### config.mk
export PLATFORM = sky130hd
export DESIGN_NAME = vc_local_arbiter_flat
export DESIGN_NICKNAME = d
export VERILOG_FILES = /design/src/rtl/vc_local_arbiter_if.sv /design/src/rtl/vc_local_arbiter.sv /design/src/flat_wrapper.sv
export SDC_FILE = /design/constraint.sdc
export NUM_CORES = 1
export LEC_CHECK = 0
export CORE_UTILIZATION = 42
export CTS_CLUSTER_SIZE = 40
export DETAILED_ROUTE_END_ITERATION = 7
export PLACE_DENSITY = 0.85
export SYNTH_ARGS = -nofsm -noshare
export SYNTH_HDL_FRONTEND = slang
export SYNTH_SLANG_ARGS = --single-unit
### constraint.sdc
create_clock -name clk -period 1.75 [get_ports clk]
set_input_delay 0.35 -clock clk [delete_from_list [all_inputs] [get_ports clk]]
set_output_delay 0.35 -clock clk [all_outputs]
set_load 0.02 [all_outputs]
### src/rtl/vc_local_arbiter_if.sv
// Handshake bundle between an input port's VC buffers, the local VC arbiter
// and the main switch allocator.
interface vc_local_arbiter_if #(
  parameter int V = 4
);
  logic [V-1:0] req;
  logic [V-1:0] tail;
  logic         gnt_main;
  logic [V-1:0] sel;
  logic         req_out;
  logic [V-1:0] pop;
  logic         busy;

  modport master (
    output req, tail, gnt_main,
    input  sel, req_out, pop, busy
  );

  modport slave (
    input  req, tail, gnt_main,
    output sel, req_out, pop, busy
  );
endinterface

### src/rtl/vc_local_arbiter.sv
// Per-input-port VC arbiter: round-robin pick, packet lock until tail grant.
// Optional watchdog release when compiled with `define VC_ARB_TIMEOUT_EN.
module vc_local_arbiter #(
  parameter int V   = 4,
  parameter int TMO = 16
) (
  input logic               clk,
  input logic               rst,
  vc_local_arbiter_if.slave bus
);
  localparam int PW = $clog2(V);

  if (V != 4 || TMO < 2 || TMO > 255) begin : g_bad_cfg
    $error("vc_local_arbiter: unsupported V or TMO");
  end

  typedef enum logic {
    IDLE   = 1'b0,
    LOCKED = 1'b1
  } state_t;

  state_t        state;
  logic [V-1:0]  sel_lock;
  logic [PW-1:0] ptr;
  logic [PW-1:0] win_idx;
  logic          busy_q;

  logic          pick_vld;
  logic [PW-1:0] pick_idx;
  logic [V-1:0]  pick_onehot;
  logic          req_hit;
  logic          tail_hit;
  logic          grant;
  logic          wd_expire;
  logic          release_now;

`ifdef VC_ARB_TIMEOUT_EN
  logic [7:0]    wd;
`endif

  // Lowest rotation offset from p wins; index arithmetic wraps because V is a power of two.
  function automatic logic [PW:0] rr_pick(input logic [V-1:0] r, input logic [PW-1:0] p);
    logic [PW:0]   res;
    logic [PW-1:0] idx;
    res = '0;
    for (int i = V - 1; i >= 0; i--) begin
      idx = p + PW'(i);
      if (r[idx]) res = {1'b1, idx};
    end
    return res;
  endfunction

  always_comb begin
    {pick_vld, pick_idx} = rr_pick(bus.req, ptr);
    pick_onehot = {{(V-1){1'b0}}, 1'b1} << pick_idx;
    req_hit     = |(bus.req & sel_lock);
    tail_hit    = |(bus.tail & sel_lock);
    grant       = !rst && (state == LOCKED) && req_hit && bus.gnt_main;
`ifdef VC_ARB_TIMEOUT_EN
    wd_expire   = (state == LOCKED) && !req_hit && (wd == 8'(TMO - 1));
`else
    wd_expire   = 1'b0;
`endif
    release_now = (grant && tail_hit) || wd_expire;
  end

  // Outputs are forced low during reset so a mid-packet reset never pops.
  assign bus.sel     = rst ? '0 : sel_lock;
  assign bus.req_out = !rst && (state == LOCKED) && req_hit;
  assign bus.pop     = grant ? sel_lock : '0;
  assign bus.busy    = !rst && busy_q;

  always_ff @(posedge clk) begin
    if (rst) begin
      state    <= IDLE;
      sel_lock <= '0;
      ptr      <= '0;
      win_idx  <= '0;
      busy_q   <= 1'b0;
`ifdef VC_ARB_TIMEOUT_EN
      wd       <= '0;
`endif
    end else begin
      case (state)
        IDLE: begin
          if (pick_vld) begin
            state    <= LOCKED;
            sel_lock <= pick_onehot;
            win_idx  <= pick_idx;
            busy_q   <= 1'b1;
          end
`ifdef VC_ARB_TIMEOUT_EN
          wd <= '0;
`endif
        end
        LOCKED: begin
          if (release_now) begin
            state    <= IDLE;
            sel_lock <= '0;
            busy_q   <= 1'b0;
            ptr      <= win_idx + 1'b1;
          end
`ifdef VC_ARB_TIMEOUT_EN
          if (req_hit || release_now) wd <= '0;
          else                        wd <= wd + 8'd1;
`endif
        end
        default: begin
          state    <= IDLE;
          sel_lock <= '0;
          busy_q   <= 1'b0;
        end
      endcase
    end
  end
endmodule

### src/flat_wrapper.sv
// flat-port wrapper written by rule: the top's interface ports become plain ports
module vc_local_arbiter_flat 
#(
  parameter int V   = 4,
  parameter int TMO = 16
)
  (clk, rst, bus_req, bus_tail, bus_gnt_main, bus_sel, bus_req_out, bus_pop, bus_busy);
  vc_local_arbiter_if #(.V(V)) bus_i ();
  input logic clk;
  input logic rst;
  input wire logic [$bits(bus_i.req)-1:0] bus_req;
  input wire logic [$bits(bus_i.tail)-1:0] bus_tail;
  input wire logic [$bits(bus_i.gnt_main)-1:0] bus_gnt_main;
  output wire logic [$bits(bus_i.sel)-1:0] bus_sel;
  output wire logic [$bits(bus_i.req_out)-1:0] bus_req_out;
  output wire logic [$bits(bus_i.pop)-1:0] bus_pop;
  output wire logic [$bits(bus_i.busy)-1:0] bus_busy;
  assign bus_i.req = bus_req;
  assign bus_i.tail = bus_tail;
  assign bus_i.gnt_main = bus_gnt_main;
  assign bus_sel = bus_i.sel;
  assign bus_req_out = bus_i.req_out;
  assign bus_pop = bus_i.pop;
  assign bus_busy = bus_i.busy;
  vc_local_arbiter #(.V(V), .TMO(TMO)) u_core (.clk(clk), .rst(rst), .bus(bus_i));
endmodule
==> metrics.yaml <==
yosys:
  synth_compound_area_share_pct: 31.16
  synth_top_family_by_area: "compound AO/OA/AOI/OAI gates"
  synth_top_area_share_pct: 33.68
  synth-simple-area-share_pct: 27.37
  synthArstFlopShare_pct: 0
  ys_seq_area_share_pct: 33.68
  synthFlopType: "dfxtp_1"
  syn-num-nets: 84
  synth_area_leaders: "dfxtp_1 34%, nor2b_1 6.3%, o32ai_1 5.9%"
  syn_avg_cell_area_um2: 8.141
  synthAdderAreaFrac_pct: 0
  synth_edf_count: 0
  syn_inst: 73
  synth_area_um2: 594.3
  synth_seq_cells: 10
  ys_warn_count: 0
  ys_types: 30
  synth_top_area_cell: "dfxtp_1"
  synth.area.mux_share_pct: 1.684
  synth_xor_area_share_pct: 1.474
final_layout:
  drive_gt1_share_pct: 34.86
  multi_input_comb_area_um2: 380.4
  areaGrowthSynthToFinish_pct: 55.16
  layout.nets: 122
  fillers: 117
  seqCellArea_um2: 201.4
  final_core_utilization_pct: 70.87
  diodes: 0
worst_setup_path:
  worstPathArrival_ps: 1420
  reg2reg_slack_ps: 230
  crit_required_ps: 1400
  crit_path_end_kind: "output port"
  path_max_fanout: 5
  worstSetupPathType: "register to output port"
  cp-start-kind: "register"
power:
  ir_drop_mv: 0.4629
  p_sw_mw: 0.1446
  clockPowerShare_pct: 29.7
  power.density_nw_per_um2: 571.3
  combPwrFrac_pct: 23.9
  p_leak_nw: 0.4032
  swShare_pct: 27.45
  p_seq_share_pct: 46.4
  p_int_mw: 0.3822
sta:
  slew_headroom_pct: 69.78
  fin_ws_ps: -23.97
  fin_crit_ps: 1774
  grt_setup_unrepaired: "true"
  finalSetupTns_ps: -42.91
  setup_viol: 4
  hold_viol: 0
  fin_skew_ps: 2.728
  max_freq_mhz: 563.7
  period_share_pct: 101.4
  slew_viol_final: 0
  tightest_slew_ps: 451.6
place:
  portBuffers: 20
  place.detailed.hpwl_mm: 1.320
  dp_slack_ps: -657.0
  place_congestion: 0.8724
cts:
  cts_root_buf: "clkbuf_4"
  clk_path_buf_depth: 2
  post-cts-setup-buffer-count: 0
  clkLatencyLatePin_ps: 260
  path_clk_slew_ps: 60
  cts_made_buffers: 3
  clock_sinks: 10
  holdBufCountCts: 0
  cts_tree: "yes"
  htreeDepth: 1
drt:
  drc: 0
  detail-route-antenna-nets: 0
  first_iter_violations: 23
  wl_mm: 1.779
  wl_per_cell_um: 14.35
  firstDrtPassIters: 4
  via_per_inst: 5.613
  via_count: 696
floorplanning:
  row_count: 13
  design.portCount: 21
  die_h_um: 39.62
  dieWidth_um: 39.62
  die_area_um2: 1569
  initial_core_util_pct: 45.67
  core_um2: 1301
global_route:
  grt-ovfl-total: 0
  antenna_found_initial: 0
  gr-usage-all-layers_pct: 26.04
  grt_max_degree: 10
  grt_pass1_vias: 585
  grt_pass1_wl_mm: 2.587
status:
  violations: "negative setup slack"
  status: "complete, but fails checks"
hold_path:
  hp-class: "register to register"
flow_run:
  cap_violations: 0
-- per-layer routing --
layer | track usage (%) | vias up | share of wire (%)
li1 | - | 343 | -
met2 | 37.30 | 26 | 46
met5 | 0 | - | 0
met1 | 35.09 | 321 | 46
met4 | 15.52 | 0 | 2.0
met3 | 5.682 | 6 | 6.0
-- timing repair --
item / in CTS / in global routing
pin swaps: 7 / 3
resized for setup: 49 / 11
cloned: 0 / 0
setup endpoints to repair: 10 / 8
-- synthesized netlist by cell type (2+ instances only) --
| cell | n |
|---|---|
| nor3_1 | 2 |
| a211oi_1 | 2 |
| nor2_1 | 4 |
| a22o_1 | 2 |
| and2_1 | 5 |
| nor2b_1 | 6 |
| nand2_1 | 9 |
| o21ai_0 | 2 |
| inv_1 | 2 |
| a22oi_1 | 2 |
| o32ai_1 | 4 |
| a21oi_1 | 6 |
| dfxtp_1 | 10 |
-- layout make-up --
type | instances | area share [%]
multi-input combinational | 58 | 41.25
timing repair buffer | 36 | 31.61
sequential | 10 | 21.85
clock buffer | 3 | 2.442
tap | 15 | 2.035
inverter | 2 | 0.8141
-- registers in the layout, summed over array words and instances (netlist names) --
signal / count
u_core.sel_lock: 4
u_core.state: 1
u_core.ptr: 2
u_core.win_idx: 2
u_core.busy_q: 1
-- through the flow --
stage	instance area [µm²]	total power [mW]	hold WS, ps	cells
after detailed placement	913.4	0.3775	469.2	121
after global placement	913.4	0.3758	459.6	121
after floorplan	594.3	0.3044	448.8	73
after CTS	932.1	0.5327	477.6	124
final	922.1	0.5268	474.4	124
after global routing	922.1	0.5497	513.3	124
-- final timing paths --
| check | depth (start not counted) | to | from |
|---|---|---|---|
| max | 4 | bus_pop[0] | u_core.sel_lock[1]$_SDFFE_PP0P_ |
| min | 2 | u_core.win_idx[1]$_SDFFE_PP0P_ | u_core.win_idx[1]$_SDFFE_PP0P_ |
| min reg2reg | 2 | u_core.win_idx[1]$_SDFFE_PP0P_ | u_core.win_idx[1]$_SDFFE_PP0P_ |
| max reg2reg | 4 | u_core.sel_lock[1]$_SDFFE_PP0P_ | u_core.ptr[1]$_SDFFE_PP0P_ |
-- power by group through the flow --
stage               registers (mW)  clock network, mW  logic [mW]
global placement             0.248                  0       0.127
detailed placement           0.249                  0       0.129
floorplan                    0.249                  0      0.0552
finish                       0.245              0.157       0.126
CTS                          0.244              0.163       0.125
global route                 0.245              0.170       0.135
-- layout by cell type, fill, tap and decap left out, types with 3 or more instances in the layout --
| master | count |
|---|---|
| a21oi_1 | 6 |
| and2_4 | 4 |
| buf_2 | 6 |
| buf_4 | 16 |
| buf_6 | 4 |
| clkbuf_4 | 3 |
| clkdlybuf4s50_1 | 6 |
| dfxtp_1 | 9 |
| dlygate4sd2_1 | 3 |
| nand2_1 | 9 |
| nor2_1 | 4 |
| nor2b_1 | 5 |
| o32ai_1 | 4 |
-- cells by family after synthesis --
group	count (synthesis)
flip-flops	10
AO/OA/AOI/OAI	25
XOR/XNOR	1
AND/OR/NAND/NOR	31
multiplexers	1
buffers and inverters	5
-- worst max-delay path, stage by stage, from the launching register on --
cell and delay [ps]:
dfxtp_2 330, a22o_1 240, o2111a_2 310, and2_4 160, buf_6 120
Power figures use the tool's default switching activity.
